===== src/rtl/arith_result_fifo.sv =====
// Registered result buffer placed after the 4-bit arithmetic unit.
// Each accepted result is stored with its carry, op select, carry-in and a
// zero flag in a first-word-fall-through FIFO. The FIFO drains over a
// valid/ready handshake. A saturating counter records the upstream stall
// cycles, because this buffer is the only back-pressure point in the pipeline.
module arith_result_fifo #(
    parameter int WIDTH = 4,
    parameter int DEPTH = 4,
    parameter int CNT_W = 8
) (
    input  logic                     clk,
    input  logic                     rst_n,
    input  logic                     flush,
    input  logic                     in_valid,
    output logic                     in_ready,
    input  logic [WIDTH-1:0]         in_d,
    input  logic                     in_cout,
    input  logic [1:0]               in_s,
    input  logic                     in_cin,
    output logic                     out_valid,
    input  logic                     out_ready,
    output logic [WIDTH-1:0]         out_d,
    output logic                     out_cout,
    output logic [1:0]               out_s,
    output logic                     out_cin,
    output logic                     out_zero,
    output logic [$clog2(DEPTH):0]   count,
    output logic [CNT_W-1:0]         stall_cnt
);

    localparam int PTR_W = $clog2(DEPTH);
    localparam int OCC_W = PTR_W + 1;
    localparam logic [OCC_W-1:0] FULL_COUNT = OCC_W'(DEPTH);

    // One stored result. The zero flag is computed once, at push time.
    typedef struct packed {
        logic [1:0]       s;
        logic             cin;
        logic             cout;
        logic             zero;
        logic [WIDTH-1:0] d;
    } entry_t;

    entry_t           mem_q [DEPTH];
    entry_t           in_entry;
    entry_t           head;

    logic [PTR_W-1:0] wr_ptr_q, wr_ptr_d;
    logic [PTR_W-1:0] rd_ptr_q, rd_ptr_d;
    logic [OCC_W-1:0] count_q, count_d;
    logic [CNT_W-1:0] stall_q, stall_d;

    logic             push;
    logic             pop;
    logic             stall;

    // Full and empty come from the occupancy count, never from pointer equality.
    assign in_ready  = (count_q != FULL_COUNT);
    assign out_valid = (count_q != '0);
    assign push      = in_valid & in_ready;
    assign pop       = out_valid & out_ready;
    assign stall     = in_valid & ~in_ready;

    assign in_entry = '{s: in_s, cin: in_cin, cout: in_cout,
                        zero: (in_d == '0), d: in_d};

    // Next-state for pointers, occupancy and the stall counter.
    always_comb begin
        // NOTE: every signal gets a default first so no latch is inferred.
        wr_ptr_d = wr_ptr_q;
        rd_ptr_d = rd_ptr_q;
        count_d  = count_q;
        stall_d  = stall_q;

        if (flush) begin
            // Flush discards everything, including a push or pop this cycle.
            wr_ptr_d = '0;
            rd_ptr_d = '0;
            count_d  = '0;
        end else begin
            // Pointers wrap naturally because DEPTH is a power of two.
            if (push) wr_ptr_d = wr_ptr_q + 1'b1;
            if (pop)  rd_ptr_d = rd_ptr_q + 1'b1;
            unique case ({push, pop})
                2'b10:   count_d = count_q + 1'b1;
                2'b01:   count_d = count_q - 1'b1;
                default: count_d = count_q;
            endcase
        end

        // Stalls are still counted during a flush; only reset clears the counter.
        if (stall && (stall_q != '1)) stall_d = stall_q + 1'b1;
    end

    // Control state registers.
    always_ff @(posedge clk or negedge rst_n) begin
        if (!rst_n) begin
            wr_ptr_q <= '0;
            rd_ptr_q <= '0;
            count_q  <= '0;
            stall_q  <= '0;
        end else begin
            // NOTE: sequential state uses non-blocking assignments so all registers update together.
            wr_ptr_q <= wr_ptr_d;
            rd_ptr_q <= rd_ptr_d;
            count_q  <= count_d;
            stall_q  <= stall_d;
        end
    end

    // Entry storage written on every accepted push.
    // NOTE: storage is not reset; the gated outputs and count keep stale words from being seen.
    always_ff @(posedge clk) begin
        if (push && !flush) mem_q[wr_ptr_q] <= in_entry;
    end

    // The head entry drives the outputs directly; they read zero while the FIFO is empty.
    always_comb begin
        head      = mem_q[rd_ptr_q];
        out_d     = '0;
        out_cout  = 1'b0;
        out_s     = 2'b00;
        out_cin   = 1'b0;
        out_zero  = 1'b0;
        if (out_valid) begin
            out_d    = head.d;
            out_cout = head.cout;
            out_s    = head.s;
            out_cin  = head.cin;
            out_zero = head.zero;
        end
    end

    assign count     = count_q;
    assign stall_cnt = stall_q;

endmodule

===== config.mk =====
export PLATFORM = sky130hd
export DESIGN_NAME = arith_result_fifo
export DESIGN_NICKNAME = d
export VERILOG_FILES = /design/src/rtl/arith_result_fifo.sv
export SDC_FILE = /design/constraint.sdc
export NUM_CORES = 1
export LEC_CHECK = 0
export ABC_AREA = 1
export CAP_MARGIN = 10
export CORE_UTILIZATION = 53
export CTS_BUF_LIST = sky130_fd_sc_hd__clkbuf_16
export CTS_CLUSTER_SIZE = 12
export DETAILED_ROUTE_END_ITERATION = 8
export GPL_TIMING_DRIVEN = 0
export MAX_ROUTING_LAYER = met4
export PLACE_DENSITY = 0.75
export SYNTH_ARGS = -nofsm -noshare
export SYNTH_HDL_FRONTEND = slang
export SYNTH_SLANG_ARGS = --single-unit

===== constraint.sdc =====
create_clock -name clk -period 2.15 [get_ports clk]
set_clock_uncertainty 0.05 [all_clocks]
set_input_delay 0.215 -clock clk [delete_from_list [all_inputs] [get_ports clk]]
set_output_delay 0.215 -clock clk [all_outputs]
set_load 0.05 [all_outputs]

; Word-level counts from Yosys, hierarchy flattened
; Memory sizes are Yosys's and may differ from the RTL's.
; Index checks and enable logic that the tools add are counted.
[classes]
add_sub_neg = 5
n_eq_ne = 4
mux = 13
bitwise_logic = 4
n_reduce_logical = 8
[op_table]
columns = op, n
row1 = $mux 2, 5
row2 = $add 8x1->8 const B, 1
row3 = $ne 8x8->1 const B, 1
row4 = $pmux 3 s2, 1
row5 = $reduce_bool 3->1, 2
row6 = $mux 1, 5
row7 = $add 2x1->2 const B, 2
row8 = $logic_not 4->1, 1
row9 = $mux 4, 1
row10 = $reduce_bool 2->1, 2
row11 = $add 3x1->3 const B, 1
row12 = $and 1x1->1, 3
row13 = $mux 3, 1
row14 = $ne 3x3->1 const B, 1
row15 = $sub 3x1->3 const B, 1
row16 = $eq 2x1->1 const B, 1
row17 = $eq 2x2->1 const B, 1
row18 = $logic_and 1x1->1, 2
row19 = $logic_not 1->1, 1
row20 = $not 1->1, 1
[word_totals]
ff_bits = 15
mem_bits_rw = 36
memories = 1
[memory_table]
columns = name, depth, word_bits, read_ports, rd_clocked_by_memory_dff, write_ports, line_no
row1 = mem_q, 4, 9, 1, 0, 1, 44  ; entry_t mem_q [DEPTH];

; Depth between registers and ports, before layout
[logic_depth]
ltp_word = 5
mapped_depth = 13

; Worst setup path before layout
; Ideal clock, no wire load.
[synth_timing]
path_kind = flip-flop to output port
startpoint = register count_q[2] (netlist: count[2])
endpoint = output out_cin
arrival_time_ps = 2187
path_slack_ps = -302
stages_incl_launch_ff = 6
path_buffers = 1
path_cell_list = dfrtp_1 -> buf_4 -> inv_2 -> nand2_2 -> clkinv_1 -> a21oi_1
[synth_via]
elab_chain_cells = 2
[synth_lines]
columns = element, line_no
row1 = from (decl), 50  ; logic [OCC_W-1:0] count_q, count_d;
row2 = from (signal assigned), 106  ; count_q <= count_d;
row3 = $reduce_bool 3->1, 59  ; assign out_valid = (count_q != '0);
row4 = named net out_valid, 20  ; output logic out_valid,
row5 = $mux 1, 125  ; if (out_valid) begin
row6 = to (decl), 25  ; output logic out_cin,
; The timed path passes the listed nets, and every way through them passes these cells.

; Final worst setup path
[layout_timing]
startpoint = register rd_ptr_q[0]
endpoint = output out_zero
[layout_via]
elab_chain_cells = 2
[layout_lines]
columns = element, line_no
row1 = from (decl), 49  ; logic [PTR_W-1:0] rd_ptr_q, rd_ptr_d;
row2 = from (signal assigned), 105  ; rd_ptr_q <= rd_ptr_d;
row3 = $mem_v2 4x9, n/a
row4 = $mux 1, 125
row5 = to (decl), 26  ; output logic out_zero,
; No other way between the ends.

==> results.tsv <==
metric	value	unit
routed_wl	4.59	mm
worstPathArrival	1.78	ns
required	1.88	ns
track_usage	0.238	
grt_pass1_wl	7.53	mm
total_power	3.80	mW
cellPowerDensity	1300	mW/mm^2
die_w	68.6	um
slew_headroom	0.531	
wire_per_inst	14.2	um
ioPinCount	35	
placedInstanceArea	0.00280	sq mm
path_class	flop to output pin	
core_area	0.00412	sq mm
cts_tree	built	
cp_slowest_cell	clkdlybuf4s15_2	
power_leakage	1.16	nW
ctsHoldBuffers	0	
drt_first_iter_violations	126	
netlist.top_cell.by_area	edfxtp_1	
firstDrtPassIters	4	
floorplan.rows	23	
path_cells	buf_4, buf_4, nor2_1, nor2_1, o21ai_1, a21oi_2, clkdlybuf4s15_2	
drc	0	
cp_slowest_stage_delay	0.39	ns
root_buffer	clkbuf_16	
yosysTopAreaCellShare	0.460	
synth.net_count	251	
die_area	0.00470	sq mm
grt_max_degree	17	
die_h	68.6	um
max_freq	489	MHz
fin_nets	292	
start_util	0.571	
syn_area	0.00235	sq mm
cap_violations	0	
port_buffers	34	
fin_crit	2.05	ns
crit_path_end_kind	output pin	
diodes	0	
numCtsBuffers	5	
setup_tns	0	ns
synthFlopType	edfxtp_1	
final_design_area_no_fill	0.00293	sq mm
final_util	0.711	
post_cts_buffers	0	
grt_pass1_vias	1669	
clock-sinks	51	
cts_buffer_depth	2	
drv_slew	0	
clkSlewWorstSetupHoldPaths	0.06	ns
grt_overflow_total	0	
via_count	1687	
hpwl	3.07	mm
cts_resized	29	
hold_viol	0	
area_delta_synth_final	24.5	%
syn_area_per_cell	10.1	sq um
synth_cell_type_count	25	
antenna_found_initial	0	
async_flop_share	0.294	
rsz0062_at_grt	false	
synth_common_cells	48 x nor2_1, 37 x nand2_1, 36 x edfxtp_1	
place_congestion	0.746	
critPathLaunchType	flop	
min_period_over_period	0.951	
htreeDepth	2	
yosysSeqAreaShare	0.620	
synth_most_common_cell	nor2_1	
antenna_left	0	
setup_viol	0	
hold_path.class	primary input to async pin	
worstMarginPinSlew	0.701	ns
vdd_drop_max	0.852	mV
status	finished clean	
synth_edf_count	36	
routed_via_density	5.21	
clock_latency	0.29	ns
ys_ff_latch	51	
cp_max_fo	10	
postSynthCellCount	232	
synth_area_leaders	edfxtp_1 46%, dfrtp_1 16%, nor2_1 7.7%, nand2_1 5.9%, inv_1 2.7%	
drive_above_1_share	0.182	
ys_warn_count	0	
## layer usage
metal	vias to the layer above	wire length (um)	track usage
met4	0	76	0.120
met5	-	0	-
li1	851	-	-
met2	40	2150	0.364
met1	790	2170	0.293
met3	6	188	0.0625
## sequential cells by signal (all words and copies together) (netlist names)
name and cells:
count 3, wr_ptr_q 2, mem_q 36, rd_ptr_q 2, stall_cnt 8
## critical path: cells and delay by family (launching register included)
family / cells / cell delay [ns]
AOI/OAI and AO/OA: 2 / 0.22
and+or+nand+nor: 2 / 0.13
buffers and inverters: 3 / 0.78
DFF: 1 / 0.36
## cells in the final DEF, fill, tap and decap left out, types with 2 or more instances in the layout
cell type / Yosys / routed
nand2_1: 37 / 37
clkinv_1: 3 / 3
dfrtp_1: 15 / 12
nand4_1: 5 / 5
clkbuf_16: 0 / 5
o21ai_0: 11 / 11
edfxtp_1: 36 / 36
o21ai_1: 12 / 12
inv_1: 17 / 16
nand3_1: 7 / 7
inv_2: 2 / 3
xor2_1: 3 / 3
buf_4: 3 / 3
nor2_4: 2 / 2
clkdlybuf4s50_1: 0 / 25
a21oi_2: 1 / 10
nor2_2: 0 / 4
nand2_2: 5 / 3
clkdlybuf4s15_2: 0 / 2
nand2_4: 0 / 2
buf_2: 0 / 7
ha_1: 5 / 5
dfrtp_2: 0 / 3
nor2_1: 48 / 44
xnor2_1: 4 / 4
## cells by family (layout without fill, tap and decap cells)
family | count (synthesis) | after routing | share of synthesized area
adders and majority gates | 6 | 6 | 0.0351
DFF | 51 | 51 | 0.620
and+or+nand+nor | 106 | 106 | 0.192
buffers and inverters | 28 | 70 | 0.0532
AOI/OAI and AO/OA | 34 | 34 | 0.0740
xor gates and xnor gates | 7 | 7 | 0.0261
## worst paths after layout
| kind | slack [ns] | from | cells past startpoint | end |
|---|---|---|---|---|
| max in group asynchronous | 1.26 | rst_n | 1 | count[0] |
| hold / removal | 0.30 | rst_n | 1 | stall_cnt[6] |
| setup / recovery | 0.10 | rd_ptr_q[0] | 7 | out_zero |
| min in group clk | 0.48 | stall_cnt[1] | 2 | stall_cnt[1] |
| hold reg to reg | 0.48 | stall_cnt[1] | 2 | stall_cnt[1] |
| setup reg to reg | 0.17 | count[0] | 12 | count[2] |
## area by class of cell
type / instances / area [sq um]
inverters: 22 / 83.8
clock inverters: 3 / 20.0
multi-input cells: 153 / 825
plain buffers: 6 / 42.5
flip-flops and latches: 51 / 1460
fillers: 308 / 1190
clock buffers: 5 / 125
well taps: 50 / 62.6
repair buffers: 34 / 308
## metrics by stage
stage	cells	hold slack, ns	worst slack (ns)
2_1_floorplan	232	-0.131	0.0157
3_3_place_gp	316	0.464	-0.221
3_5_place_dp	316	0.469	-0.214
4_1_cts	324	0.328	0.0467
5_1_grt	324	0.377	0.00781
6_report	324	0.300	0.105
## power by group
part	total, mW	switching, mW	internal (mW)
registers	1.25	0.0900	1.16
clock network	0.766	0.337	0.429
logic	1.78	1.27	0.515
total	3.80	1.70	2.11
Power figures use the tool's default switching activity.
